### config.mk
export PLATFORM = sky130hd
export DESIGN_NAME = mult_reservation_station
export DESIGN_NICKNAME = d
export VERILOG_FILES = /design/src/rtl/mult_reservation_station_pkg.sv /design/src/rtl/rs_age_matrix.sv /design/src/rtl/mult_reservation_station.sv
export SDC_FILE = /design/constraint.sdc
export NUM_CORES = 1
export LEC_CHECK = 0
export BUFFER_PORTS_ARGS = -buffer_cell sky130_fd_sc_hd__buf_2
export CORE_ASPECT_RATIO = 1.4
export CORE_MARGIN = 3
export CORE_UTILIZATION = 48
export CTS_CLUSTER_DIAMETER = 50
export DETAILED_ROUTE_END_ITERATION = 10
export PLACE_DENSITY = 0.68
export SYNTH_ARGS = -nofsm -noshare
export SYNTH_HDL_FRONTEND = slang
export SYNTH_SLANG_ARGS = --single-unit
### constraint.sdc
create_clock -name clk_i -period 8.5 [get_ports clk_i]
set_input_delay 1.7 -clock clk_i [delete_from_list [all_inputs] [get_ports clk_i]]
set_output_delay 1.7 -clock clk_i [all_outputs]
set_load 0.03 [all_outputs]
### src/rtl/mult_reservation_station_pkg.sv
// rtl/mult_reservation_station_pkg.sv - shared types and constants for the multiplier reservation station
package mult_reservation_station_pkg;

    localparam logic [3:0] MULT_RS_TAG_BASE = 4'd9;
    localparam logic [3:0] TAG_READY        = 4'd0;
    localparam logic [3:0] OP_MUL           = 4'b0011;
    localparam logic [3:0] OP_MULH          = 4'b0100;

    typedef struct packed {
        logic [3:0]  op;
        logic [31:0] vj;
        logic [31:0] vk;
        logic [3:0]  qj;
        logic [3:0]  qk;
        logic [4:0]  dest;
    } reservation_station_s;

    typedef struct packed {
        logic        valid;
        logic [3:0]  tag;
        logic [31:0] data;
    } cdb_packet_s;

    // True when a broadcast satisfies an operand that is still waiting on tag q.
    function automatic logic cdb_match(input cdb_packet_s cdb, input logic [3:0] q);
        return cdb.valid && (q != TAG_READY) && (cdb.tag == q);
    endfunction

endpackage

### src/rtl/rs_age_matrix.sv
// rtl/rs_age_matrix.sv - age matrix picking the oldest ready entry of a reservation station
module rs_age_matrix #(
    parameter int DEPTH = 4
) (
    input  logic             clk_i,
    input  logic             reset_n_i,
    input  logic [DEPTH-1:0] alloc_i,
    input  logic [DEPTH-1:0] free_i,
    input  logic [DEPTH-1:0] ready_i,
    output logic [DEPTH-1:0] oldest_o
);

    // older_q[i][j] set means entry i was allocated before entry j.
    logic [DEPTH-1:0] older_q [DEPTH];
    logic [DEPTH-1:0] blocked;

    // A new entry is younger than everything present; freed entries drop all relations.
    always_ff @(posedge clk_i or negedge reset_n_i) begin
        if (!reset_n_i) begin
            for (int i = 0; i < DEPTH; i++) begin
                older_q[i] <= '0;
            end
        end else begin
            for (int i = 0; i < DEPTH; i++) begin
                for (int j = 0; j < DEPTH; j++) begin
                    if (free_i[i] || free_i[j]) begin
                        older_q[i][j] <= 1'b0;
                    end else if (alloc_i[j] && (i != j)) begin
                        older_q[i][j] <= 1'b1;
                    end else if (alloc_i[i]) begin
                        older_q[i][j] <= 1'b0;
                    end
                end
            end
        end
    end

    // An entry is oldest when no other ready entry is older than it.
    always_comb begin
        blocked  = '0;
        oldest_o = '0;
        for (int i = 0; i < DEPTH; i++) begin
            for (int j = 0; j < DEPTH; j++) begin
                if (ready_i[j] && older_q[j][i]) begin
                    blocked[i] = 1'b1;
                end
            end
            oldest_o[i] = ready_i[i] && !blocked[i];
        end
    end

endmodule

### src/rtl/mult_reservation_station.sv
// rtl/mult_reservation_station.sv - reservation station holding MUL/MULH ops ahead of the multiplier unit
module mult_reservation_station
    import mult_reservation_station_pkg::*;
#(
    parameter int         NUM_ENTRIES = 4,
    parameter logic [3:0] TAG_BASE    = MULT_RS_TAG_BASE
) (
    input  logic                             clk_i,
    input  logic                             reset_n_i,
    input  logic                             flush_i,
    input  logic                             dispatch_valid_i,
    input  reservation_station_s             dispatch_packet_i,
    output logic                             dispatch_ready_o,
    input  cdb_packet_s                      cdb_i,
    input  logic                             fu_busy_i,
    output logic                             execute_valid_o,
    output reservation_station_s             execute_packet_o,
    output logic [3:0]                       rs_tag_o,
    output logic [$clog2(NUM_ENTRIES):0]     count_o
);

    localparam int IDX_W = (NUM_ENTRIES > 1) ? $clog2(NUM_ENTRIES) : 1;
    localparam int CNT_W = $clog2(NUM_ENTRIES) + 1;

    logic [NUM_ENTRIES-1:0] valid_q;
    reservation_station_s   entry_q [NUM_ENTRIES];
    logic [CNT_W-1:0]       count_q;

    logic [NUM_ENTRIES-1:0] ready_vec;
    logic [NUM_ENTRIES-1:0] alloc_onehot;
    logic [NUM_ENTRIES-1:0] oldest_onehot;
    logic [NUM_ENTRIES-1:0] issue_onehot;
    logic [NUM_ENTRIES-1:0] age_alloc;
    logic [NUM_ENTRIES-1:0] age_free;
    logic [IDX_W-1:0]       sel_idx;
    logic                   dispatch_fire;
    logic                   issue_fire;
    reservation_station_s   disp_pkt;

    // Readiness only looks at stored state, so a wakeup becomes issuable one cycle later.
    always_comb begin
        ready_vec = '0;
        for (int i = 0; i < NUM_ENTRIES; i++) begin
            ready_vec[i] = valid_q[i] && (entry_q[i].qj == TAG_READY) && (entry_q[i].qk == TAG_READY);
        end
    end

    // Lowest-index free slot; the descending scan lets the lowest index win.
    always_comb begin
        alloc_onehot = '0;
        for (int i = NUM_ENTRIES - 1; i >= 0; i--) begin
            if (!valid_q[i]) begin
                alloc_onehot    = '0;
                alloc_onehot[i] = 1'b1;
            end
        end
    end

    assign dispatch_ready_o = !(&valid_q);
    assign dispatch_fire    = dispatch_valid_i && dispatch_ready_o && !flush_i;
    assign execute_valid_o  = (|ready_vec) && !fu_busy_i && !flush_i;
    assign issue_fire       = execute_valid_o;
    assign issue_onehot     = issue_fire ? oldest_onehot : '0;
    assign age_alloc        = dispatch_fire ? alloc_onehot : '0;
    assign age_free         = flush_i ? '1 : issue_onehot;
    assign count_o          = count_q;

    rs_age_matrix #(
        .DEPTH (NUM_ENTRIES)
    ) u_age (
        .clk_i     (clk_i),
        .reset_n_i (reset_n_i),
        .alloc_i   (age_alloc),
        .free_i    (age_free),
        .ready_i   (ready_vec),
        .oldest_o  (oldest_onehot)
    );

    // Operands arriving on the CDB in the dispatch cycle are captured as they are written.
    always_comb begin
        disp_pkt = dispatch_packet_i;
        if (cdb_match(cdb_i, dispatch_packet_i.qj)) begin
            disp_pkt.vj = cdb_i.data;
            disp_pkt.qj = TAG_READY;
        end
        if (cdb_match(cdb_i, dispatch_packet_i.qk)) begin
            disp_pkt.vk = cdb_i.data;
            disp_pkt.qk = TAG_READY;
        end
    end

    // Encode the selected entry's index for the packet mux and tag.
    always_comb begin
        sel_idx = '0;
        for (int i = 0; i < NUM_ENTRIES; i++) begin
            if (oldest_onehot[i]) begin
                sel_idx = IDX_W'(i);
            end
        end
    end

    // Issue outputs are zero unless a request is being presented to the FU.
    always_comb begin
        execute_packet_o = '0;
        rs_tag_o         = TAG_READY;
        if (execute_valid_o) begin
            execute_packet_o    = entry_q[sel_idx];
            execute_packet_o.qj = TAG_READY;
            execute_packet_o.qk = TAG_READY;
            rs_tag_o            = TAG_BASE + 4'(sel_idx);
        end
    end

    // Entry storage: issue frees, dispatch writes, CDB wakes up waiting operands.
    always_ff @(posedge clk_i or negedge reset_n_i) begin
        if (!reset_n_i) begin
            valid_q <= '0;
            for (int i = 0; i < NUM_ENTRIES; i++) begin
                entry_q[i] <= '0;
            end
        end else if (flush_i) begin
            valid_q <= '0;
        end else begin
            for (int i = 0; i < NUM_ENTRIES; i++) begin
                if (issue_onehot[i]) begin
                    valid_q[i] <= 1'b0;
                end else if (dispatch_fire && alloc_onehot[i]) begin
                    valid_q[i] <= 1'b1;
                    entry_q[i] <= disp_pkt;
                end else if (valid_q[i]) begin
                    if (cdb_match(cdb_i, entry_q[i].qj)) begin
                        entry_q[i].vj <= cdb_i.data;
                        entry_q[i].qj <= TAG_READY;
                    end
                    if (cdb_match(cdb_i, entry_q[i].qk)) begin
                        entry_q[i].vk <= cdb_i.data;
                        entry_q[i].qk <= TAG_READY;
                    end
                end
            end
        end
    end

    // Occupancy counter; a simultaneous dispatch and issue leave it unchanged.
    always_ff @(posedge clk_i or negedge reset_n_i) begin
        if (!reset_n_i) begin
            count_q <= '0;
        end else if (flush_i) begin
            count_q <= '0;
        end else begin
            case ({dispatch_fire, issue_fire})
                2'b10:   count_q <= count_q + CNT_W'(1);
                2'b01:   count_q <= count_q - CNT_W'(1);
                default: count_q <= count_q;
            endcase
        end
    end

endmodule
# After elaboration in Yosys (flattened, before gate mapping)
# Cells that the tools add are included.
# totals
reg_bits	347
in_bits	123
output_inout_bits	90
elab_cells	297
# op_classes
add_sub_neg	3
magnitude_cmp	1
n_eq_ne	12
muxes	102
bitwise_logic	6
reduce_logical	128
# ops
cell	n
2-to-1 mux 72 bit	8
2-to-1 mux 32 bit	10
2-to-1 mux 81 bit	3
binary-select mux 81 bit (select 2 bit)	1
2-to-1 mux 4 bit	19
2-to-1 mux 1 bit	57
logical AND 1 bit	56
== test 4 bit	10
nonzero test 4 bit	10
AND reduction 4 bit	9
nonzero test 3 bit	11
logical NOT 4 bit	8
nonzero test 2 bit	16
AND reduction 3 bit	4
logical NOT 1 bit	7
logical OR 1 bit	6
one-hot mux 3 bit (2 select lines)	1
inverter 1 bit	5
adder 4 x 2 -> 4 bit (first input constant)	1
2-to-1 mux 2 bit	2
OR reduction 4 bit	1
adder 3 x 1 -> 3 bit (second input constant)	1
>= comparator 3 bit (second input constant)	1
2-to-1 mux 3 bit	1
other kinds (4)	4

# Longest topological paths before layout
# logic_depth
depth_word	18
mapped_depth	13
mapped_depth_nobuf	9

# Modules after synthesis
# A second synthesis with hierarchy kept.
# hier_totals
cells_unflattened	1747
area_unflattened_um2	19900.3
# by_module_without_submodules
mod	n_inst	cells_each	area_per_inst_um2	seq_area_each_um2
mult_reservation_station	1	1689	19334.8	8282.9
rs_age_matrix	1	58	565.5	300.3

# Worst setup path after synthesis
# No wires, ideal clock.
# synth_timing
path_type	input port to output port
startpoint	input port fu_busy_i
endpoint	output port execute_packet_o[72] (netlist name)
arrival_time_ps	3624
t_required_ps	6800
path_slack_ps	3176
cell_stages	7
n_path_buf	3
cell_sequence	or2_2 > a41oi_2 > buf_4 > buf_6 > clkbuf_1 > o21ai_0 > o2bb2ai_1
# synth_rtl
element	line_no	source
start: declaration	mult_reservation_station.sv:15	input logic fu_busy_i,
end: declaration	mult_reservation_station.sv:17	output reservation_station_s execute_packet_o,

==> flow_metrics.py <==
metrics = {
    "run_status": {
        "outcome": "finished, final reports clean",
    },
    "yosys": {
        "synth_commonest_cells": "380 x nand2_1, 343 x dfrtp_1, 307 x o21ai_0",
        "ys.warnings.count": 0,
        "yosysTopAreaCellShare": 0.473,
        "ys.flop_type": "dfrtp_1",
        "avgSynthCellArea_um2": 9.48,
        "synth-edff-count": 0,
        "synth_cells": 1914,
        "yosysUniqueCellTypes": 55,
        "seq_area_frac_synth": 0.473,
        "ys_ff_latch": 343,
        "yosysMostFrequentCell": "nand2_1",
        "syn_area_um2": 18200,
        "synth_largest_area_cell": "dfrtp_1",
        "ys_top_cells_by_area": "dfrtp_1 47%, mux2i_1 14%, o21ai_0 8.5%",
        "ys_async_sr_fraction": 1.00,
    },
    "layout": {
        "drive_gt1_frac": 0.179,
        "area_delta_synth_final_pct": 13.0,
        "fillers": 3370,
        "finalNetCount": 2117,
        "stdcell_area_um2": 20500,
        "fin_util": 0.555,
    },
    "worst_setup_path": {
        "path_class": "register to output pin",
        "critPathCaptureType": "output pin",
        "cp-start-kind": "register",
        "r2r-end": "entry_q[155]",
        "r2r_cells": 6,
        "path_max_fanout": 73,
        "cp.required_ps": 6800,
        "r2r_slack_ps": 4730,
        "worst_ep_arrival_time_ps": 4780,
        "r2r_start": "valid_q[0]",
    },
    "route": {
        "routed-via-count": 15200,
        "final_antenna_net_count": 0,
        "drt-total-wl_mm": 57.0,
        "drc_errors": 0,
        "detail_route.first_pass.iterations": 6,
        "drtIter0Drc": 1339,
        "wl_per_cell_um": 22.9,
        "vias_per_cell": 6.09,
    },
    "global_routing": {
        "track_usage": 0.282,
        "grt-ovfl-total": 0,
        "grt_max_degree": 167,
        "grt_pass1_wl_mm": 89.5,
        "antenna_found_initial": 8,
        "grt_pass1_vias": 15500,
    },
    "job": {
        "cap_violations": 0,
    },
    "sta": {
        "setup_tns_ps": 0,
        "slew_violations": 0,
        "fin_crit_sh": 0.762,
        "grt_setup_unrepaired": "false",
        "period_needed_ps": 6480,
        "fin_skew_ps": 20.0,
        "slew-limit-headroom": 0.195,
        "worst_pin_slew_ps": 1200,
        "max_freq_ghz": 0.154,
        "hold_viol_final": 0,
        "finalSetupViolCount": 0,
    },
    "min_path": {
        "worstHoldPathType": "register to register",
        "worstHoldPathCells": 2,
        "holdCritStartpoint": "entry_q[77]",
        "hold_path_end": "entry_q[77]",
    },
    "clock_tree": {
        "cts_hold_buffers": 0,
        "clock-root-buffer": "clkbuf_16",
        "cts_buffers": 38,
        "path_clk_slew_ps": 60,
        "ctsLongestPathBuffers": 3,
        "clkSinkCount": 343,
        "cts_tree": "done",
        "clock_latency_ps": 540,
        "cts_max_level": 2,
        "cts_setup_buffers": 0,
        "ctsResizeCount": 0,
    },
    "place": {
        "port_buffers": 204,
        "placed_cell_area_um2": 19300,
        "hpwlAfterDp_mm": 36.1,
        "gp_congestion": 0.925,
    },
    "die": {
        "start_util": 0.491,
        "die_area_um2": 40200,
        "ios": 213,
        "die_height_um": 236,
        "die_w_um": 170,
        "core.rowCount": 83,
        "core_area_um2": 37000,
    },
    "power_and_ir_drop": {
        "pwr_density_cell_nw_per_um2": 200,
        "power_leakage_nw": 9.68,
        "ir_worst_vdd_uv": 128,
    },
}
-- placed cells by master, fill, tap and decap left out, types with 5 or more instances in the layout --
cell,n
or3_1,6
a22o_1,32
buf_4,22
nand2_2,5
clkbuf_8,7
conb_1,8
nand2_1,376
o21ai_1,26
a221oi_1,31
xor2_1,21
nand4_1,10
a21oi_1,59
clkbuf_1,10
and3_1,5
o21ai_0,307
a31o_2,43
xnor2_1,14
mux2i_1,258
nor2_1,24
nand3_1,7
clkinv_2,5
nor3_1,13
nor2b_1,5
clkbuf_16,39
o2bb2ai_1,73
dfrtp_1,343
buf_2,203
o21bai_4,5
-- flip-flops by register name (all words and copies together) (netlist names) --
| name | flops |
|---|---|
| u_age.older_q | 12 |
| entry_q | 324 |
| valid_q | 4 |
| count_o | 3 |
-- kinds of logic (layout without fill, tap and decap cells) --
| group | Yosys count | after routing | synth area share |
|---|---|---|---|
| adder cells (fa/ha/maj) | 1 | 1 | 0.00110 |
| flip-flops | 343 | 343 | 0.473 |
| multiplexers | 258 | 258 | 0.142 |
| buffers and inverters | 198 | 299 | 0.0489 |
| XOR/XNOR | 35 | 35 | 0.0169 |
| other | 1 | 12 | 0.000207 |
| AO/OA/AOI/OAI | 592 | 592 | 0.205 |
| AND/OR/NAND/NOR | 486 | 486 | 0.113 |
-- area by class of cell --
type | instances | area (um2) | area share
clock buffer | 56 | 1110 | 0.0541
tap | 467 | 584 | 0.0285
multi-input combinational | 1380 | 8860 | 0.432
inverter | 3 | 11.3 | 0.000549
sequential | 343 | 8580 | 0.418
timing repair buffer | 227 | 1220 | 0.0593
clock inverter | 13 | 136 | 0.00665
antenna | 4 | 10.0 | 0.000488
-- report_power, final --
group          switching (mW)  total, mW  leakage [nW]  internal [mW]
combinational           0.281      0.457          4.54          0.176
sequential              0.133       1.97          4.52           1.84
clock                   0.691       1.66         0.613          0.974
total                    1.11       4.09          9.68           2.99
-- routing by layer --
metal,vias to the layer above,wire length (um),GRT usage
met2,523,28500,0.482
met1,7577,22800,0.352
met3,137,3200,0.0464
met4,8,2460,0.122
met5,-,55,0
li1,6947,-,-
-- stage by stage --
stage	hold slack (ps)	worst slack (ps)	instances	total power, mW
after floorplan	440	3180	1921	2.26
after global routing	485	1890	2493	4.27
final	470	2020	2493	4.09
after detailed placement	459	2660	2420	2.46
after CTS	475	2120	2489	4.12
after global placement	452	2680	2420	2.43
-- worst max-delay path, cell delays in order, from the launching register on --
cell and delay [ps]:
dfrtp_1 400, or4_4 590, nor4_4 430, a21oi_4 180
buf_4 360, and2_2 600, nor3_4 280, buf_4 790
o2bb2ai_1 280, buf_2 270
-- how the worst max path moves through the flow --
stage | start | endpoint | slack, ps | cells after the start
3_3_place_gp | flush_i | execute_packet_o[44] | 2680 | 7
5_1_grt | entry_q[9] | execute_packet_o[42] | 1890 | 9
2_1_floorplan | fu_busy_i | execute_packet_o[72] | 3180 | 7
3_5_place_dp | flush_i | execute_packet_o[46] | 2660 | 8
6_report | entry_q[5] | execute_packet_o[42] | 2020 | 9
4_1_cts | entry_q[5] | execute_packet_o[46] | 2120 | 9
Note: power is estimated with default switching activity, not from simulation.
